$ cat config.mk
export PLATFORM = sky130hd
export DESIGN_NAME = jt7759_adpcm
export DESIGN_NICKNAME = d
export VERILOG_FILES = /design/src/rtl/jt7759_adpcm.sv
export SDC_FILE = /design/constraint.sdc
export NUM_CORES = 1
export LEC_CHECK = 0
export ABC_CLOCK_PERIOD_IN_PS = 3800
export CAP_MARGIN = 30
export CORE_MARGIN = 4
export CORE_UTILIZATION = 40
export DETAILED_ROUTE_END_ITERATION = 7
export PLACE_DENSITY = 0.59
export SETUP_SLACK_MARGIN = 0.02
export SYNTH_ARGS = -nofsm -noshare
export SYNTH_HDL_FRONTEND = slang
export SYNTH_SLANG_ARGS = --single-unit
$ cat constraint.sdc
create_clock -name clk -period 3.8 [get_ports clk]
set_input_delay 0.76 -clock clk [delete_from_list [all_inputs] [get_ports clk]]
set_output_delay 0.76 -clock clk [all_outputs]
set_load 0.01 [all_outputs]
$ cat src/rtl/jt7759_adpcm.sv
// jt7759_adpcm: uPD7759-compatible ADPCM decoder.
// One nibble is consumed per cendec pulse through a three-stage pipeline:
// address latch, synchronous step ROM, then accumulator/step-state write.
// On end-of-sample the output fades one LSB per cendec to zero, after which
// dec_done is raised so the controller can hold the decoder in dec_rst.
module jt7759_adpcm #(
  parameter int SW = 9
) (
  input  logic                 clk,
  input  logic                 rst,
  input  logic                 cendec,
  input  logic                 dec_rst,
  input  logic                 dec_end,
  input  logic [3:0]           dec_din,
  output logic                 dec_done,
  output logic signed [SW-1:0] sound
);

  typedef enum logic [1:0] {
    HOLD = 2'd0,
    RUN  = 2'd1,
    FADE = 2'd2,
    DONE = 2'd3
  } fsm_t;

  localparam logic signed [SW-1:0] SOUND_MAX  = 9'sd255;
  localparam logic signed [SW-1:0] SOUND_MIN  = -9'sd256;
  localparam logic signed [SW-1:0] SOUND_ZERO = 9'sd0;

  fsm_t                 st_r;
  fsm_t                 st_s;

  // step-state (row of the step table) and pipeline registers
  logic [3:0]           state_r;
  logic [7:0]           addr_r;
  logic                 s1_valid_r;
  logic signed [8:0]    step_r;
  logic [2:0]           adj_idx_r;
  logic                 s2_valid_r;

  logic                 take_s;
  logic                 fade_step_s;
  logic                 pipe_busy_s;

  logic signed [SW:0]   sum_s;
  logic signed [SW-1:0] sound_sat_s;
  logic signed [SW-1:0] sound_fade_s;
  logic signed [5:0]    state_sum_s;
  logic [3:0]           state_new_s;

  // Step magnitude table: row = step state, columns 0..7 packed MSB = col 7.
  // Columns 8..15 are the negated copies of columns 0..7.
  function automatic logic signed [8:0] step_rom(input logic [7:0] a);
    logic [63:0] row;
    logic [7:0]  mag;
    case (a[7:4])
      4'd0:    row = {8'd10,  8'd7,   8'd5,   8'd3,  8'd2,  8'd1,  8'd0,  8'd0};
      4'd1:    row = {8'd13,  8'd8,   8'd6,   8'd4,  8'd3,  8'd2,  8'd1,  8'd0};
      4'd2:    row = {8'd15,  8'd10,  8'd7,   8'd5,  8'd4,  8'd2,  8'd1,  8'd0};
      4'd3:    row = {8'd19,  8'd13,  8'd9,   8'd6,  8'd4,  8'd3,  8'd1,  8'd0};
      4'd4:    row = {8'd23,  8'd15,  8'd11,  8'd8,  8'd5,  8'd3,  8'd2,  8'd0};
      4'd5:    row = {8'd29,  8'd19,  8'd14,  8'd10, 8'd7,  8'd4,  8'd2,  8'd0};
      4'd6:    row = {8'd33,  8'd22,  8'd16,  8'd12, 8'd8,  8'd5,  8'd3,  8'd0};
      4'd7:    row = {8'd43,  8'd29,  8'd20,  8'd15, 8'd10, 8'd7,  8'd4,  8'd1};
      4'd8:    row = {8'd53,  8'd35,  8'd25,  8'd18, 8'd13, 8'd8,  8'd4,  8'd1};
      4'd9:    row = {8'd64,  8'd43,  8'd31,  8'd22, 8'd16, 8'd10, 8'd6,  8'd1};
      4'd10:   row = {8'd76,  8'd51,  8'd37,  8'd27, 8'd19, 8'd12, 8'd7,  8'd2};
      4'd11:   row = {8'd96,  8'd64,  8'd46,  8'd34, 8'd24, 8'd16, 8'd9,  8'd2};
      4'd12:   row = {8'd117, 8'd79,  8'd57,  8'd41, 8'd29, 8'd19, 8'd11, 8'd3};
      4'd13:   row = {8'd143, 8'd96,  8'd69,  8'd50, 8'd36, 8'd24, 8'd13, 8'd4};
      4'd14:   row = {8'd175, 8'd118, 8'd85,  8'd62, 8'd44, 8'd29, 8'd16, 8'd4};
      4'd15:   row = {8'd214, 8'd144, 8'd104, 8'd76, 8'd54, 8'd36, 8'd20, 8'd6};
      default: row = 64'd0;
    endcase
    mag = row[{a[2:0], 3'b000} +: 8];
    if (a[3]) begin
      step_rom = 9'sd0 - $signed({1'b0, mag});
    end else begin
      step_rom = $signed({1'b0, mag});
    end
  endfunction

  // Step-state adjustment indexed by the nibble magnitude bits.
  function automatic logic signed [2:0] state_adj(input logic [2:0] idx);
    case (idx)
      3'd0, 3'd1: state_adj = -3'sd1;
      3'd2, 3'd3: state_adj = 3'sd0;
      3'd4:       state_adj = 3'sd1;
      3'd5, 3'd6: state_adj = 3'sd2;
      3'd7:       state_adj = 3'sd3;
      default:    state_adj = 3'sd0;
    endcase
  endfunction

  assign pipe_busy_s = s1_valid_r | s2_valid_r;

  // Next-state logic: decides nibble acceptance and fade stepping.
  always_comb begin
    st_s        = st_r;
    take_s      = 1'b0;
    fade_step_s = 1'b0;
    if (dec_rst) begin
      st_s = HOLD;
    end else begin
      case (st_r)
        HOLD: begin
          st_s = RUN;
        end
        RUN: begin
          if (cendec && dec_end) begin
            st_s = FADE;
          end else if (cendec) begin
            take_s = 1'b1;
          end else begin
            st_s = RUN;
          end
        end
        FADE: begin
          // an in-flight nibble lands before fading or finishing
          if (pipe_busy_s) begin
            st_s = FADE;
          end else if (sound == SOUND_ZERO) begin
            st_s = DONE;
          end else if (cendec) begin
            fade_step_s = 1'b1;
          end else begin
            st_s = FADE;
          end
        end
        DONE: begin
          if (cendec && !dec_end) begin
            st_s   = RUN;
            take_s = 1'b1;
          end else begin
            st_s = DONE;
          end
        end
        default: begin
          st_s = HOLD;
        end
      endcase
    end
  end

  // Accumulator saturation, fade step and step-state clamp arithmetic.
  always_comb begin
    sum_s = {sound[SW-1], sound} + {{(SW-8){step_r[8]}}, step_r};
    if (sum_s[SW] != sum_s[SW-1]) begin
      sound_sat_s = sum_s[SW] ? SOUND_MIN : SOUND_MAX;
    end else begin
      sound_sat_s = sum_s[SW-1:0];
    end

    if (sound[SW-1]) begin
      sound_fade_s = sound + 9'sd1;
    end else begin
      sound_fade_s = sound - 9'sd1;
    end

    state_sum_s = $signed({2'b00, state_r}) +
                  $signed({{3{state_adj(adj_idx_r)[2]}}, state_adj(adj_idx_r)});
    if (state_sum_s < 6'sd0) begin
      state_new_s = 4'd0;
    end else if (state_sum_s > 6'sd15) begin
      state_new_s = 4'd15;
    end else begin
      state_new_s = state_sum_s[3:0];
    end
  end

  // FSM state register and registered done flag.
  always_ff @(posedge clk or posedge rst) begin
    if (rst) begin
      st_r     <= HOLD;
      dec_done <= 1'b1;
    end else begin
      st_r     <= st_s;
      dec_done <= (st_s == HOLD) || (st_s == DONE);
    end
  end

  // Stage 1: latch the ROM address from current step state and nibble.
  always_ff @(posedge clk or posedge rst) begin
    if (rst) begin
      addr_r     <= 8'd0;
      s1_valid_r <= 1'b0;
    end else if (dec_rst) begin
      addr_r     <= 8'd0;
      s1_valid_r <= 1'b0;
    end else if (take_s) begin
      addr_r     <= {state_r, dec_din};
      s1_valid_r <= 1'b1;
    end else begin
      s1_valid_r <= 1'b0;
    end
  end

  // Stage 2: synchronous step ROM read, carrying the adjust index along.
  always_ff @(posedge clk or posedge rst) begin
    if (rst) begin
      step_r     <= 9'sd0;
      adj_idx_r  <= 3'd0;
      s2_valid_r <= 1'b0;
    end else if (dec_rst) begin
      step_r     <= 9'sd0;
      adj_idx_r  <= 3'd0;
      s2_valid_r <= 1'b0;
    end else begin
      step_r     <= step_rom(addr_r);
      adj_idx_r  <= addr_r[2:0];
      s2_valid_r <= s1_valid_r;
    end
  end

  // Stage 3: write the sample and step state, or take one fade step.
  always_ff @(posedge clk or posedge rst) begin
    if (rst) begin
      sound   <= SOUND_ZERO;
      state_r <= 4'd0;
    end else if (dec_rst) begin
      sound   <= SOUND_ZERO;
      state_r <= 4'd0;
    end else if (s2_valid_r) begin
      sound   <= sound_sat_s;
      state_r <= state_new_s;
    end else if (fade_step_s) begin
      sound   <= sound_fade_s;
    end else begin
      sound   <= sound;
    end
  end

endmodule

==> results.json <==
{
  "floorplan.initialDensity_pct": 41.9,
  "share_of_synthesized_area_occupied_by_flip_flops_and_latches_pct": 24.1,
  "drcViolationCount": 0,
  "min_from": "state_r[2]$_DFFE_PP0P_",
  "layout_worst_path_cycle_share_pct": 83.8,
  "worst_case_clock_buffer_depth": 2,
  "cp_slowest_cell": "mux4_2",
  "maxCapViolations": 0,
  "vias": 3514,
  "antennaDiodeCount": 0,
  "synth.ff_latch_count": 38,
  "switching_share_pct": 39.6,
  "timing_max_transition_violations_final": 0,
  "leakage_power_figure_nw": 1.77,
  "worst_pin_slew_ns": 0.852,
  "critical_path.n_buffers_inverters": 3,
  "clock_latency_ns": 0.29,
  "synth.lib_cells_used.distinct": 76,
  "comb_power_share_pct": 49.0,
  "count_of_input_and_output_buffers": 18,
  "initial_antenna_violation_count": 0,
  "preCtsSetupSlack_ns": 0.653,
  "multi_input_comb_area_sq_um": 2750,
  "post-place-cells": 611,
  "rr_worst_depth": 12,
  "first_global_vias": 3378,
  "highest_achievable_clock_rate_mhz": 314,
  "holdPathEnd": "state_r[2]$_DFFE_PP0P_",
  "crit_family": "compound AO/OA/AOI/OAI gates",
  "cp_cell_sequence": "inv_1 -> ha_1 -> inv_1 -> mux4_2 -> a211oi_1 -> o32ai_2 -> inv_2 -> ha_1 -> o2111ai_1 -> o31ai_1 -> xor2_1 -> nor2_1",
  "synth.cell_area_sq_um": 3950,
  "detailedRoute.firstPassIterationCount": 5,
  "final_antenna_net_count": 0,
  "post-synth-top-count-cell": "nand2_1",
  "internal_power_uw": 980,
  "numCtsBuffers": 5,
  "cts.htree.levels": 2,
  "required_time_of_the_worst_setup_path_ns": 3.97,
  "clock_sink_count": 38,
  "crit_fanout": 7,
  "synth_fp_nets": 524,
  "netlist_instances": 480,
  "finish.utilization_pct": 46.0,
  "postSynthAreaPerCell_sq_um": 8.22,
  "chipHeight_microns": 107,
  "path_clk_slew_ns": 0.08,
  "synth_mux_area_share_pct": 4.95,
  "worstReg2RegEnd": "step_r[4]$_DFF_PP0_",
  "holdPathStages": 2,
  "pwr-share-clk_pct": 18.4,
  "worst_max_slew_margin_expressed_relative_to_the_limit_pct": 43.2,
  "fin_worst_skew_ns": 0.00544,
  "postLayoutSetupSlackWorst_ns": 0.615,
  "avgViaCountPerCell": 5.68,
  "crit-reg2reg-launch": "addr_r[4]$_DFFE_PP0P_",
  "cts_setup_buffers": 0,
  "hold_viol": 0,
  "synth_top_family_by_area": "compound AO/OA/AOI/OAI gates",
  "floorplan.rows": 35,
  "timing.setup.critical_path_class": "register to register",
  "initialDrtViolationCount": 257,
  "post-route-cell-area_sq_um": 4330,
  "post-synth-top-area-cell": "dfrtp_1",
  "power.net_switching_uw": 643,
  "totalWireLength_microns": 9750,
  "cts_tree": "yes",
  "grt_setup_unrepaired": "false",
  "total_power_mw": 1.62,
  "hold_fix_buffers_at_cts": 0,
  "total_routing_usage_reported_by_global_routing_pct": 17.5,
  "non_filler_instance_count_after_layout": 619,
  "netlist_top_cells_area": "dfrtp_1 (23%), ha_1 (10%), nand2_1 (5.4%)",
  "synthFlopType": "dfrtp_1",
  "wire_length_of_the_first_global_routing_pass_microns": 16600,
  "totalNegativeSetupSlack_ns": 0,
  "yosys_warnings": 0,
  "timing.hold.worst.class": "register to register",
  "detail_route.wl_per_cell_microns": 15.8,
  "clock-root-buffer": "clkbuf_8",
  "period_minus_slack_ns": 3.19,
  "irDropWorstVdd_v": 0.000353,
  "startpoint_type": "register",
  "post-synth-top-area-fraction_pct": 23.5,
  "area_fraction_in_compound_gates_after_synthesis_pct": 25.2,
  "power-per-cell-area_nw_per_um2": 375,
  "grt.overflow.total": 0,
  "die_span_in_x_microns": 107,
  "outcome": "finished clean",
  "drive_above_1_share_pct": 8.98,
  "whs_ns": 0.540,
  "yosys.area_share.adder_pct": 11.7,
  "nFillCells": 946,
  "num-nets-final": 533,
  "synthXorXnorAreaFrac_pct": 3.55,
  "placeableCoreArea_sq_um": 9420,
  "setup.reg_to_reg.worst_slack_ns": 0.61,
  "slowest_cell_delay_on_critical_path_ns": 0.49,
  "die_area_sq_um": 11500,
  "timing.critical_path.arrival_ns": 3.35,
  "crit_path_end_kind": "register",
  "post_dp_cell_area_sq_um": 4240,
  "ioPinCount": 19,
  "synth_async_sr_flop_share_pct": 100,
  "grt_max_degree": 39,
  "sequentialPowerShare_pct": 32.6,
  "register_area_sq_um": 952,
  "synth.cells.most_frequent": "nand2_1 (57), nor2_1 (40), dfrtp_1 (37)",
  "cts.repair.resized": 0,
  "report.final.setup_viol": 0,
  "area_added_between_synthesis_and_finish_pct": 9.86,
  "synth-edff-count": 0,
  "hpwl_microns": 7270,
  "routabilityCongestion": 0.852,
  "synthSimpleGateAreaFrac_pct": 24.3
}
[area by class of cell]
class | instances | area share (%)
sequential | 38 | 22.0
clock buffer | 6 | 1.91
multi-input combinational | 391 | 63.4
inverter | 23 | 1.99
tap | 129 | 3.72
timing repair buffer | 30 | 6.70
clock inverter | 2 | 0.289
[worst max path at each step]
stage | startpoint | to | slack (ns) | cells past startpoint
floorplan | addr_r[5]$_DFFE_PP0P_ | step_r[4]$_DFF_PP0_ | 0.80 | 14
global placement | addr_r[4]$_DFFE_PP0P_ | step_r[4]$_DFF_PP0_ | 0.75 | 12
detailed placement | addr_r[4]$_DFFE_PP0P_ | step_r[4]$_DFF_PP0_ | 0.65 | 12
CTS | addr_r[4]$_DFFE_PP0P_ | step_r[4]$_DFF_PP0_ | 0.63 | 12
global route | addr_r[4]$_DFFE_PP0P_ | step_r[4]$_DFF_PP0_ | 0.29 | 12
finish | addr_r[4]$_DFFE_PP0P_ | step_r[4]$_DFF_PP0_ | 0.61 | 12
[power by group through the flow]
stage,sequential (mW),combinational [mW],clock [mW]
after floorplan,0.529,0.568,0
after detailed placement,0.539,0.790,0
after CTS,0.531,0.797,0.306
after global routing,0.541,0.891,0.323
final,0.529,0.796,0.299
after global placement,0.539,0.779,0
[worst min-delay path, cell delays in order (launching register included)]
cell,delay [ns]
dfrtp_1,0.38
nand2_1,0.05
o21ai_0,0.07
[layout by cell type (no fill, tap or decap), types with 7 or more instances in the layout]
cell / instances
xnor2_1: 8
dfrtp_1: 37
nor2b_1: 16
nor2_1: 40
nand2b_1: 12
buf_4: 11
a211oi_1: 7
clkdlybuf4s50_1: 18
and2_1: 7
o21a_1: 7
o211ai_1: 8
inv_1: 21
nor3_1: 12
nand2_1: 57
o21ai_0: 24
ha_1: 32
xor2_1: 8
a21oi_1: 32
[cell families after synthesis]
group / after synthesis
AOI/OAI and AO/OA: 141
xor gates and xnor gates: 16
adders and majority gates: 35
buffers and inverters: 51
DFF: 38
muxes: 14
and+or+nand+nor: 185
[metal layers]
layer | global-route usage [%] | part of all wire (%) | vias to the layer above
li1 | - | - | 1765
met3 | 2.88 | 4.3 | 4
met1 | 25.4 | 49 | 1665
met2 | 27.5 | 46 | 80
met5 | 0 | 0 | -
met4 | 3.11 | 0.35 | 0
[sequential cells by signal, indices dropped and copies added (netlist names)]
name,flops
addr_r,8
st_r,2
step_r,9
sound,9
dec_done,1
adj_idx_r,3
s1_valid_r,1
s2_valid_r,1
state_r,4
No activity file was read; power rests on OpenSTA's default activity.
